**src/rtl/sr_fetch_pkg.sv**
```systemverilog
// sr_fetch_pkg: shared fetch-stage types and constants
package sr_fetch_pkg;
  localparam logic [31:0] SR_RESET_PC = 32'h0000_0000;
  typedef struct packed {
    logic [31:0] pc;
    logic [31:0] instr;
  } sr_fetch_entry_t;
endpackage

```
**src/rtl/sr_fetch_queue.sv**
```systemverilog
// sr_fetch_queue: synchronous FIFO of fetched {pc, instr} entries with flush
module sr_fetch_queue
  import sr_fetch_pkg::*;
#(
  parameter int QDEPTH = 4,
  localparam int CW = $clog2(QDEPTH + 1),
  localparam int AW = $clog2(QDEPTH)
) (
  input  logic            clk,
  input  logic            rst,
  input  logic            i_push,
  input  logic            i_pop,
  input  logic            i_flush,
  input  sr_fetch_entry_t i_entry,
  output sr_fetch_entry_t o_head,
  output logic            o_valid,
  output logic [CW-1:0]   o_count
);
  sr_fetch_entry_t r_mem [QDEPTH];
  logic [AW-1:0]   r_rd, r_wr;
  logic [CW-1:0]   r_count;
  logic            w_pop;
  assign w_pop   = i_pop && r_count != '0;
  assign o_head  = r_mem[r_rd];
  assign o_valid = r_count != '0;
  assign o_count = r_count;
  always_ff @(posedge clk)
    if (i_push) r_mem[r_wr] <= i_entry;
  always_ff @(posedge clk) begin
    if (rst || i_flush) begin
      r_rd    <= '0;
      r_wr    <= '0;
      r_count <= '0;
    end else begin
      r_wr    <= i_push ? r_wr + 1'b1 : r_wr;
      r_rd    <= w_pop ? r_rd + 1'b1 : r_rd;
      r_count <= r_count + CW'(i_push) - CW'(w_pop);
    end
  end
endmodule

```
**src/rtl/sr_fetch.sv**
```systemverilog
// sr_fetch: schoolRISCV fetch stage - PC, pipelined imem requests, response queue, redirect flush
module sr_fetch
  import sr_fetch_pkg::*;
#(
  parameter logic [31:0] RESET_PC = SR_RESET_PC,
  parameter int          QDEPTH   = 4
) (
  input  logic        clk,
  input  logic        rst,
  output logic        imem_req,
  output logic [31:0] imem_addr,
  input  logic        imem_gnt,
  input  logic        imem_rvalid,
  input  logic [31:0] imem_rdata,
  input  logic        redirect,
  input  logic [31:0] redirect_pc,
  output logic        instr_valid,
  output logic [31:0] instr,
  output logic [31:0] instr_pc,
  input  logic        instr_ready,
  output logic        fetch_misalign
);
  localparam int CW = $clog2(QDEPTH + 1);
  logic [31:0]     r_fetch_pc, r_resp_pc, w_redir_pc;
  logic [CW-1:0]   r_inflight, r_discard, w_qcount;
  logic [CW:0]     w_occ;
  logic            r_misalign, w_gnt, w_pop, w_push, w_drop, w_qvalid;
  sr_fetch_entry_t w_head, w_entry;
  // occupancy counts both queued words and words still owed by memory
  assign w_occ      = {1'b0, r_inflight} + {1'b0, w_qcount};
  assign imem_req   = !rst && !r_misalign && !redirect && (w_occ < (CW+1)'(QDEPTH));
  assign imem_addr  = r_fetch_pc;
  assign w_gnt      = imem_req && imem_gnt;
  assign w_pop      = w_qvalid && instr_ready;
  assign w_drop     = r_discard != '0;
  assign w_push     = imem_rvalid && !w_drop && !redirect;
  assign w_redir_pc = {redirect_pc[31:2], 2'b00};
  assign w_entry    = '{pc: r_resp_pc, instr: imem_rdata};
  sr_fetch_queue #(.QDEPTH(QDEPTH)) u_queue (
    .clk     (clk),
    .rst     (rst),
    .i_push  (w_push),
    .i_pop   (w_pop),
    .i_flush (redirect),
    .i_entry (w_entry),
    .o_head  (w_head),
    .o_valid (w_qvalid),
    .o_count (w_qcount)
  );
  assign instr_valid    = w_qvalid;
  assign instr          = w_qvalid ? w_head.instr : '0;
  assign instr_pc       = w_qvalid ? w_head.pc : '0;
  assign fetch_misalign = r_misalign;
  always_ff @(posedge clk) begin
    if (rst) begin
      r_fetch_pc <= RESET_PC;
      r_resp_pc  <= RESET_PC;
      r_inflight <= '0;
      r_discard  <= '0;
      r_misalign <= 1'b0;
    end else if (redirect) begin
      r_fetch_pc <= w_redir_pc;
      r_resp_pc  <= w_redir_pc;
      r_inflight <= r_inflight - CW'(imem_rvalid);
      r_discard  <= r_inflight - CW'(imem_rvalid);
      r_misalign <= r_misalign || redirect_pc[1:0] != 2'b00;
    end else begin
      r_fetch_pc <= w_gnt ? r_fetch_pc + 32'd4 : r_fetch_pc;
      r_resp_pc  <= w_push ? r_resp_pc + 32'd4 : r_resp_pc;
      r_inflight <= r_inflight + CW'(w_gnt) - CW'(imem_rvalid);
      r_discard  <= r_discard - CW'(imem_rvalid && w_drop);
    end
  end
  a_rvalid_owed: assert property (@(posedge clk) disable iff (rst) imem_rvalid |-> r_inflight != '0)
    else $error("imem_rvalid with no request in flight");
  a_reset_pc_aligned: assert property (@(posedge clk) RESET_PC[1:0] == 2'b00)
    else $error("RESET_PC not word aligned");
endmodule

```
**config.mk**
```make
export PLATFORM = sky130hd
export DESIGN_NAME = sr_fetch
export DESIGN_NICKNAME = d
export VERILOG_FILES = /design/src/rtl/sr_fetch_pkg.sv /design/src/rtl/sr_fetch_queue.sv /design/src/rtl/sr_fetch.sv
export SDC_FILE = /design/constraint.sdc
export NUM_CORES = 1
export LEC_CHECK = 0
export CORE_ASPECT_RATIO = 1.2
export CORE_UTILIZATION = 50
export DETAILED_ROUTE_END_ITERATION = 8
export PLACE_DENSITY_LB_ADDON = 0.3
export SYNTH_ARGS = -nofsm -noshare
export SYNTH_HDL_FRONTEND = slang
export SYNTH_SLANG_ARGS = --single-unit
```
**constraint.sdc**
```tcl
create_clock -name clk -period 3.1 [get_ports clk]
set_input_delay 0.62 -clock clk [delete_from_list [all_inputs] [get_ports clk]]
set_output_delay 0.62 -clock clk [all_outputs]
set_load 0.02 [all_outputs]
```
==> reports/qor.csv, run 1 <==
metric,value,unit
finalCriticalPeriod,3.02,ns
routabilityCongestion,0.809,
synth_top_flop_cell,edfxtp_1,
synth-edff-count,248,
antenna_left,0,
worstSetupPathType,reg -> out,
synthXorXnorAreaFrac,3.04,%
io_pins,169,
power,9.71,mW
syn-cell-area,13500,um^2
synth-adder-area-share,1.78,%
nNetsFinal,1166,
cp-end-kind,output pin,
fp.coreArea,26400,um^2
grt_pass1_wl,42.8,mm
diodes,0,
reg2regPathDepth,12,
dieWidth,152,um
place_ws,0.0507,ns
wl_per_cell,18.7,um
detail_route.drc_violations,26,
critPathCapture,instr[4],
async_reset_ff_share,0,%
synthCells,898,
die-area,27700,um^2
synth.avg_cell_area,15.1,um^2
synth-seq-cells,324,
start_util,51.2,%
drt_iter0_markers,443,
synthSimpleGateAreaFrac,9.49,%
slew_violations,0,
synthMuxAreaShare,10.4,%
cts_sinks,324,
yosys.area.top_type,edfxtp_1,
synth_top_family_by_area,multiplexers,
yosysMostFrequentCell,edfxtp_1,
clock_latency,0.54,ns
final_cells,1437,
synth_commonest_cells,"edfxtp_1 (248), dfxtp_1 (76), and2_1 (69), mux4_2 (62), inv_1 (47)",
antenna_found_initial,0,
yosys_warnings,0,
cts_tree,yes,
final_core_util,63.8,%
dp_hpwl,17.9,mm
ir_worst_vdd,0.000387,V
drv_cap,0,
maxSlewHeadroom,60.3,%
final_hold_viol_count,0,
wl,26.9,mm
path_clk_slew,0.07,ns
leakagePower,6.31,nW
dieHeight,182,um
track_usage,19.7,%
status,finished with violations,
r2r-end,r_inflight[2],
synth_compound_area_share,5.95,%
ff2ff_setup_slack,0.35,ns
row_count,65,
syn_to_final_growth,24.8,%
grt_pass1_vias,8026,
finalCritPeriodShare,97.4,%
synth_seq_area_share,66.3,%
worst_pin_slew,0.590,ns
clk_path_buf_depth,3,
path_max_fanout,16,
drive_gt1_share,14.2,%
vias,7935,
grt_max_degree,54,
vias_per_cell,5.52,
start_kind,register,
p_per_area,575,nW/um^2
nFillCells,1903,
crit_arrival,2.40,ns
reg2reg_from,r_inflight[2],
hold_buffers,0,
synth_top_area_share,55.1,%
layout_setup_ws,0.0815,ns
tns,0,ns
overflow,0,
clock.fmax,331,MHz
ys_top_cells_by_area,"edfxtp_1 (55%), dfxtp_1 (11%), mux4_2 (10%)",
cts_buffers,31,
io_buffers,164,
setup_violations,0,
cts-htree-levels,1,
cts-root-buf,clkbuf_16,
hp-class,reg -> reg,
fin_skew,0.0164,ns
place_inst,1378,
violations,design-rule violations,
first_pass_iters,8,
worstPathRequired,2.48,ns
netlist-cell-type-count,43,
==> what timing repair did <==
action                                  in CTS  in global routing
pin swaps                                    0                  0
resized for setup                           11                 41
endpoints found under the setup margin      53                 35
gates cloned                                 0                  0
buffers inserted                             2                  0
==> per-layer routing <==
metal,track usage (%),routed length [um]
met5,0,0
met4,5.43,573
met3,2.52,1460
met2,34.7,13400
met1,25.9,11500
==> metrics by stage <==
| stage | area [um^2] | hold WS, ns |
|---|---|---|
| 6_report | 16900 | 0.489 |
| 5_1_grt | 16900 | 0.519 |
| 4_1_cts | 16800 | 0.489 |
| 3_5_place_dp | 15700 | 0.470 |
| 3_3_place_gp | 15700 | 0.464 |
| 2_1_floorplan | 13500 | 0.458 |
==> state kept, by name (all words and copies together) (netlist names), named ones only <==
name and count:
u_queue.o_count 3, u_queue.r_wr 2, r_inflight 3, imem_addr 30, r_discard 3, fetch_misalign 1
u_queue.r_rd 2, u_queue.r_mem 248, r_resp_pc 30
==> area by class of cell <==
cell class	instances	area, um^2	area share [%]
sequential	324	8970	53.2
inverter	48	180	1.07
clock buffer	37	818	4.85
tap	335	419	2.48
clock inverter	20	210	1.25
multi-input combinational	477	4170	24.7
timing repair buffer	196	2100	12.5
==> kinds of logic after synthesis <==
group | after synthesis
adder cells (fa/ha/maj) | 18
XOR/XNOR | 47
AND/OR/NAND/NOR | 227
AO/OA/AOI/OAI | 118
multiplexers | 63
other | 1
flip-flops | 324
buffers and inverters | 100
==> how the worst min path moves through the flow <==
stage | from | end | slack [ns] | cells past startpoint
after floorplan | r_resp_pc[4] | u_queue.r_mem[0][36] | 0.46 | 0
after global placement | fetch_misalign | fetch_misalign | 0.46 | 2
after detailed placement | fetch_misalign | fetch_misalign | 0.47 | 2
after CTS | fetch_misalign | fetch_misalign | 0.49 | 2
after global routing | fetch_misalign | fetch_misalign | 0.52 | 2
final | fetch_misalign | fetch_misalign | 0.49 | 2
==> placed cells by master, fill, tap and decap left out, types with 27 or more instances in the layout <==
master,instances
edfxtp_1,248
clkdlybuf4s50_1,115
dfxtp_1,74
and2_1,69
mux4_2,62
inv_1,47
dlymetal6s2s_1,39
xnor2_1,36
a21oi_1,35
clkbuf_16,31
nor2_1,30
a21boi_0,28
nand2_1,27
==> critical path, cell delays in order (launching register included) <==
cell             delay (ns)
dfxtp_4                0.44
buf_12                 0.21
mux4_2                 0.50
and2_1                 0.17
clkdlybuf4s50_1        0.53
==> power by group <==
part / total [mW] / internal [mW] / switching, mW
combinational: 0.978 / 0.489 / 0.489
clock: 3.77 / 2.22 / 1.55
sequential: 4.96 / 4.83 / 0.136
No activity file was read; power rests on OpenSTA's default activity.
==> run 2: changes to the inputs <==
CORE_MARGIN = 2   (was unset)
CTS_CLUSTER_DIAMETER = 60   (was unset)
==> run 2 against run 1 <==
The flow now finishes without violations. Sequential power is essentially flat. Via count rose by 0.53%. First-iteration DRC count rose by 2.5%. Sequential share of layout area grew 0.071 points. Global-route usage shrank 0.40 points.
==> reports/qor.csv, run 2 (synthesis results as in run 1) <==
metric,value,unit,change
antenna_found_initial,0,,unchanged
cts_buffers,31,,unchanged
slew_violations,0,,unchanged
grt_pass1_wl,43.3,mm,+1.2%
start_util,51.2,%,unchanged
drv_cap,0,,unchanged
clk_path_buf_depth,3,,unchanged
internal-power,7.77,mW,+3.2%
wl_per_cell,18.8,um,+0.27%
whs,0.488,ns,-0.000707 ns
largest_register,u_queue.r_mem,,
rsz0062_at_grt,no,,
swShare,21.9,%,-0.57 points
die-area,28400,um^2,+2.4%
overflow,0,,unchanged
vias,7977,,+0.53%
routabilityCongestion,0.861,,+6.4%
worstSetupPathType,reg -> out,,
p_per_area,590,nW/um^2,+2.6%
first_pass_iters,5,,-3
cts_sinks,324,,unchanged
seqPwrFrac,49.9,%,-1.2 points
wl,27.1,mm,+0.55%
hp-class,reg -> reg,,
cts-htree-levels,1,,unchanged
clock_latency,0.54,ns,about the same
cp-end-kind,output pin,,
fp.coreArea,26400,um^2,unchanged
mostFrequentLayoutCell,edfxtp_1,,
maxSlewHeadroom,62.9,%,+2.6 points
finalCritPeriodShare,97.3,%,about the same
drt_iter0_markers,454,,+2.5%
drive_gt1_share,14.6,%,+0.40 points
diodes,0,,unchanged
row_count,65,,unchanged
worstPathRequired,2.48,ns,about the same
ir_worst_vdd,0.000375,V,-3.2%
detail_route.drc_violations,0,,-100%
nNetsFinal,1170,,+0.34%
clock.fmax,331,MHz,about the same
dieHeight,184,um,+1.1%
leakagePower,5.93,nW,-6.0%
worst_pin_slew,0.556,ns,-0.0339 ns
final_hold_viol_count,0,,unchanged
antenna_left,0,,unchanged
cts-root-buf,clkbuf_16,,
status,"complete, no violations",,
setup_violations,0,,unchanged
tns,0,ns,unchanged
cts_tree,yes,,
path_clk_slew,0.06,ns,about the same
start_kind,register,,
dp_hpwl,17.5,mm,-2.3%
p_sw,2.17,mW,-0.17%
io_pins,169,,unchanged
path_max_fanout,9,,-7
postLayoutCellArea,16900,um^2,-0.13%
vias_per_cell,5.54,,+0.25%
grt_pass1_vias,8139,,+1.4%
comb_power_share,9.8,%,-0.3 points
crit_arrival,2.40,ns,about the same
fin_skew,0.0116,ns,-0.00473 ns
grt_max_degree,65,,+20%
clock_power_share,40.3,%,+1.5 points
finalCriticalPeriod,3.02,ns,-0.000960 ns
dieWidth,154,um,+1.3%
track_usage,19.3,%,-0.40 points
dpl_cell_area,15700,um^2,about the same
io_buffers,164,,unchanged
hold_buffers,0,,unchanged
syn_to_final_growth,24.7,%,
largest_reg_flops,248,,unchanged
final_cell_mix,"edfxtp_1 (248), clkdlybuf4s50_1 (119), dfxtp_1 (74)",,
## run 2: changes by cell type in the layout (fill, tap and decap cells not counted), sizes merged
cell	delta
clkdlybuf4s50	+4
clkinvlp	+2
clkinv	-5
dlymetal6s2s	-30
inv	-1
bufinv	+3
buf	+4
dlygate4sd2	+26
clkbuf	+1
## run 2: what timing repair did
item                       4_1_cts  5_1_grt
gates resized for setup         38        9
setup endpoints to repair       54       18
setup buffers                    1        2
## run 2: power by group through the flow
stage	Clock, mW	Combinational (mW)	Sequential, mW
2_1_floorplan	0	0.535	5.04
3_3_place_gp	0	0.996	5.05
3_5_place_dp	0	1.01	5.05
4_1_cts	4.09	0.989	4.96
5_1_grt	4.26	1.06	4.98
6_report	4.01	0.973	4.96
## run 2: critical path, cell delays in order (launching register included)
cell and delay (ns):
dfxtp_4 0.46, buf_6 0.19, mux4_2 0.50, and2_1 0.16, clkdlybuf4s50_1 0.54
## run 2: layout make-up
class                           count  area, um^2
Clock buffer                       38         822
Clock inverter                     19         282
Fill cell                        1980        9580
Inverter                           48         180
Multi-Input combinational cell    477        4170
Sequential cell                   324        8970
Tap cell                          335         419
Timing Repair Buffer              200        2010
## run 2: layer usage
metal	GRT usage (%)	share of wire (%)	vias to the layer above	wire length, um
met5	0	0	-	0
met4	4.64	1.7	0	462
met3	3.03	5.8	38	1580
met2	34.3	50	248	13500
met1	25.1	43	3926	11600
li1	-	-	3765	-
## run 2: metrics by stage
step / utilization, % / total power, mW / setup slack (ns) / instances
3_3_place_gp: 59.5 / 6.04 / 0.0847 / 1381
4_1_cts: 63.6 / 10.0 / -0.00886 / 1439
5_1_grt: 63.8 / 10.3 / 0.00118 / 1441
6_report: 63.8 / 9.95 / 0.0824 / 1441
3_5_place_dp: 59.5 / 6.06 / 0.0706 / 1381
2_1_floorplan: - / 5.58 / 0.185 / 901
## run 2: path summary, 6_finish.rpt
path                  startpoint        endpoint  slack, ns  cells after the start
setup reg to reg   r_inflight[2]   r_inflight[2]       0.34                     12
hold reg to reg   fetch_misalign  fetch_misalign       0.49                      2
hold / removal    fetch_misalign  fetch_misalign       0.49                      2
setup / recovery        register    instr_pc[12]       0.08                      4
==> run 3: changes to the inputs <==
PLACE_DENSITY = 0.76   (was unset)
PLACE_DENSITY_LB_ADDON = unset   (was 0.3)
==> run 3 against run 2 <==
Sequential share of layout area decreased by 0.13 points. First-iteration DRC count increased by 34%. Critical path depth unchanged. Clock skew increased by 0.014 ns. Via count decreased by 0.11%. Utilization increased by 0.15 points. Highest routed layer unchanged.
==> reports/qor.csv, run 3 (synthesis results as in run 1) <==
metric,value,unit,change
maxSlewHeadroom,64.4,%,+1.5 points
die-area,28400,um^2,unchanged
crit_chain,buf_12 > mux4_2 > and2_1 > clkdlybuf4s50_1,,
first_pass_iters,5,,unchanged
worstSetupPathType,reg -> out,,
slew_violations,0,,unchanged
nFillCells,1942,,-1.9%
final_cells,1436,,-0.35%
dieWidth,154,um,unchanged
diodes,0,,unchanged
crit_arrival,2.41,ns,about the same
worst_pin_slew,0.534,ns,-0.0218 ns
clock_latency,0.51,ns,-0.03 ns
overflow,0,,unchanged
fin_skew,0.0258,ns,+0.0142 ns
finalCritPeriodShare,97.6,%,+0.25 points
cts_buffers,34,,+9.7%
path_clk_slew,0.06,ns,about the same
largest_register,u_queue.r_mem,,
place_ws,0.0426,ns,-0.0281 ns
dp_hpwl,17.6,mm,+0.82%
grt_pass1_wl,43.3,mm,about the same
drt_iter0_markers,609,,+34%
cts-root-buf,clkbuf_16,,
p_per_area,587,nW/um^2,-0.50%
wl,27.4,mm,+1.2%
setup_violations,0,,unchanged
crit_slowest_cell,mux4_2,,
start_kind,register,,
grt_max_degree,64,,-1.5%
grt_pass1_vias,8116,,-0.28%
syn_to_final_growth,24.9,%,
detail_route.drc_violations,0,,unchanged
track_usage,19.5,%,+0.16 points
cts_tree,yes,,
clk_path_buf_depth,3,,unchanged
io_pins,169,,unchanged
final_hold_viol_count,0,,unchanged
largest_reg_flops,248,,unchanged
antenna_found_initial,0,,unchanged
crit_buf_inv,2,,unchanged
io_buffers,164,,unchanged
nNetsFinal,1164,,-0.51%
slowest_delay,0.53,ns,about the same
drive_gt1_share,13.7,%,-0.84 points
start_util,51.2,%,unchanged
routabilityCongestion,0.841,,-2.3%
dieHeight,184,um,unchanged
tns,0,ns,unchanged
mostFrequentLayoutCell,edfxtp_1,,
drv_cap,0,,unchanged
leakagePower,6.02,nW,+1.4%
hold_buffers,0,,unchanged
hp-class,reg -> reg,,
finalCriticalPeriod,3.03,ns,+0.00760 ns
layout_setup_ws,0.0748,ns,-0.00760 ns
cts-htree-levels,2,,+1
final_cell_mix,"edfxtp_1 (248), clkdlybuf4s50_1 (137), dfxtp_1 (74)",,
fp.coreArea,26400,um^2,unchanged
vias,7968,,-0.11%
place_inst,1374,,-0.51%
cts_sinks,324,,unchanged
clock.fmax,331,MHz,-0.25%
row_count,65,,unchanged
vias_per_cell,5.55,,+0.23%
crit_family,buffers and inverters,,
ir_worst_vdd,0.000338,V,-9.7%
path_max_fanout,20,,+11
rsz0062_at_grt,no,,
worstPathRequired,2.48,ns,about the same
status,"complete, no violations",,
wl_per_cell,19.1,um,+1.5%
cp-end-kind,output pin,,
antenna_left,0,,unchanged
## run 3: changes by cell type in the layout (fill, tap and decap cells not counted), moves of 4 or more
cell,change
clkbuf_16,+6
buf_4,-10
clkdlybuf4s50_1,+18
clkbuf_1,+4
bufinv_16,-5
dlymetal6s2s_1,+15
dlygate4sd2_1,-33
## run 3: path summary, 6_finish.rpt
| check | startpoint | endpoint | slack [ns] | cells after the start |
|---|---|---|---|---|
| setup / recovery | register | instr_pc[4] | 0.07 | 4 |
| hold / removal | fetch_misalign | fetch_misalign | 0.50 | 2 |
| setup reg to reg | r_inflight[2] | r_inflight[2] | 0.28 | 12 |
| hold reg to reg | fetch_misalign | fetch_misalign | 0.50 | 2 |
## run 3: stage by stage
| stage | cell area, um^2 | hold WS [ns] | power, mW | util, % |
|---|---|---|---|---|
| 2_1_floorplan | 13500 | 0.458 | 5.58 | - |
| 3_3_place_gp | 15700 | 0.472 | 6.03 | 59.4 |
| 3_5_place_dp | 15700 | 0.481 | 6.06 | 59.4 |
| 4_1_cts | 16800 | 0.496 | 10.0 | 63.7 |
| 5_1_grt | 16900 | 0.523 | 10.3 | 63.9 |
| 6_report | 16900 | 0.496 | 9.92 | 63.9 |
## run 3: worst register-to-register path, delay by kind of cell, from the launching register on
kind	cells	cell delay (ns)
fa+ha+maj	4	1.13
simple gates	3	0.67
flops	1	0.34
xor+xnor	2	0.28
compound gates	1	0.19
buf+inv	2	0.09
## run 3: repair_timing
item,CTS,global route
resized for setup,6,25
endpoints found under the setup margin,57,17
buffers inserted,1,0
## run 3: final cells by class
class                           instances  area [um^2]  share of cell area [%]
Timing Repair Buffer                  191         2040                    12.1
Sequential cell                       324         8970                    53.1
Multi-Input combinational cell        477         4170                    24.7
Inverter                               48          180                    1.07
Clock buffer                           46          960                    5.68
Tap cell                              335          419                    2.48
Clock inverter                         15          149                   0.881
## run 3: per-layer routing
layer	GRT usage, %	vias up	wire, um
met5	0	-	0
met4	5.38	0	551
met3	3.27	38	1420
met2	34.4	234	13800
met1	25.0	3943	11600
li1	-	3753	-
## run 3: where the power goes
| part | leakage, nW | switching [mW] | internal [mW] |
|---|---|---|---|
| Combinational | 2.59 | 0.492 | 0.499 |
| Clock | 0.534 | 1.60 | 2.37 |
| Sequential | 2.89 | 0.137 | 4.83 |
| Total | 6.02 | 2.23 | 7.69 |
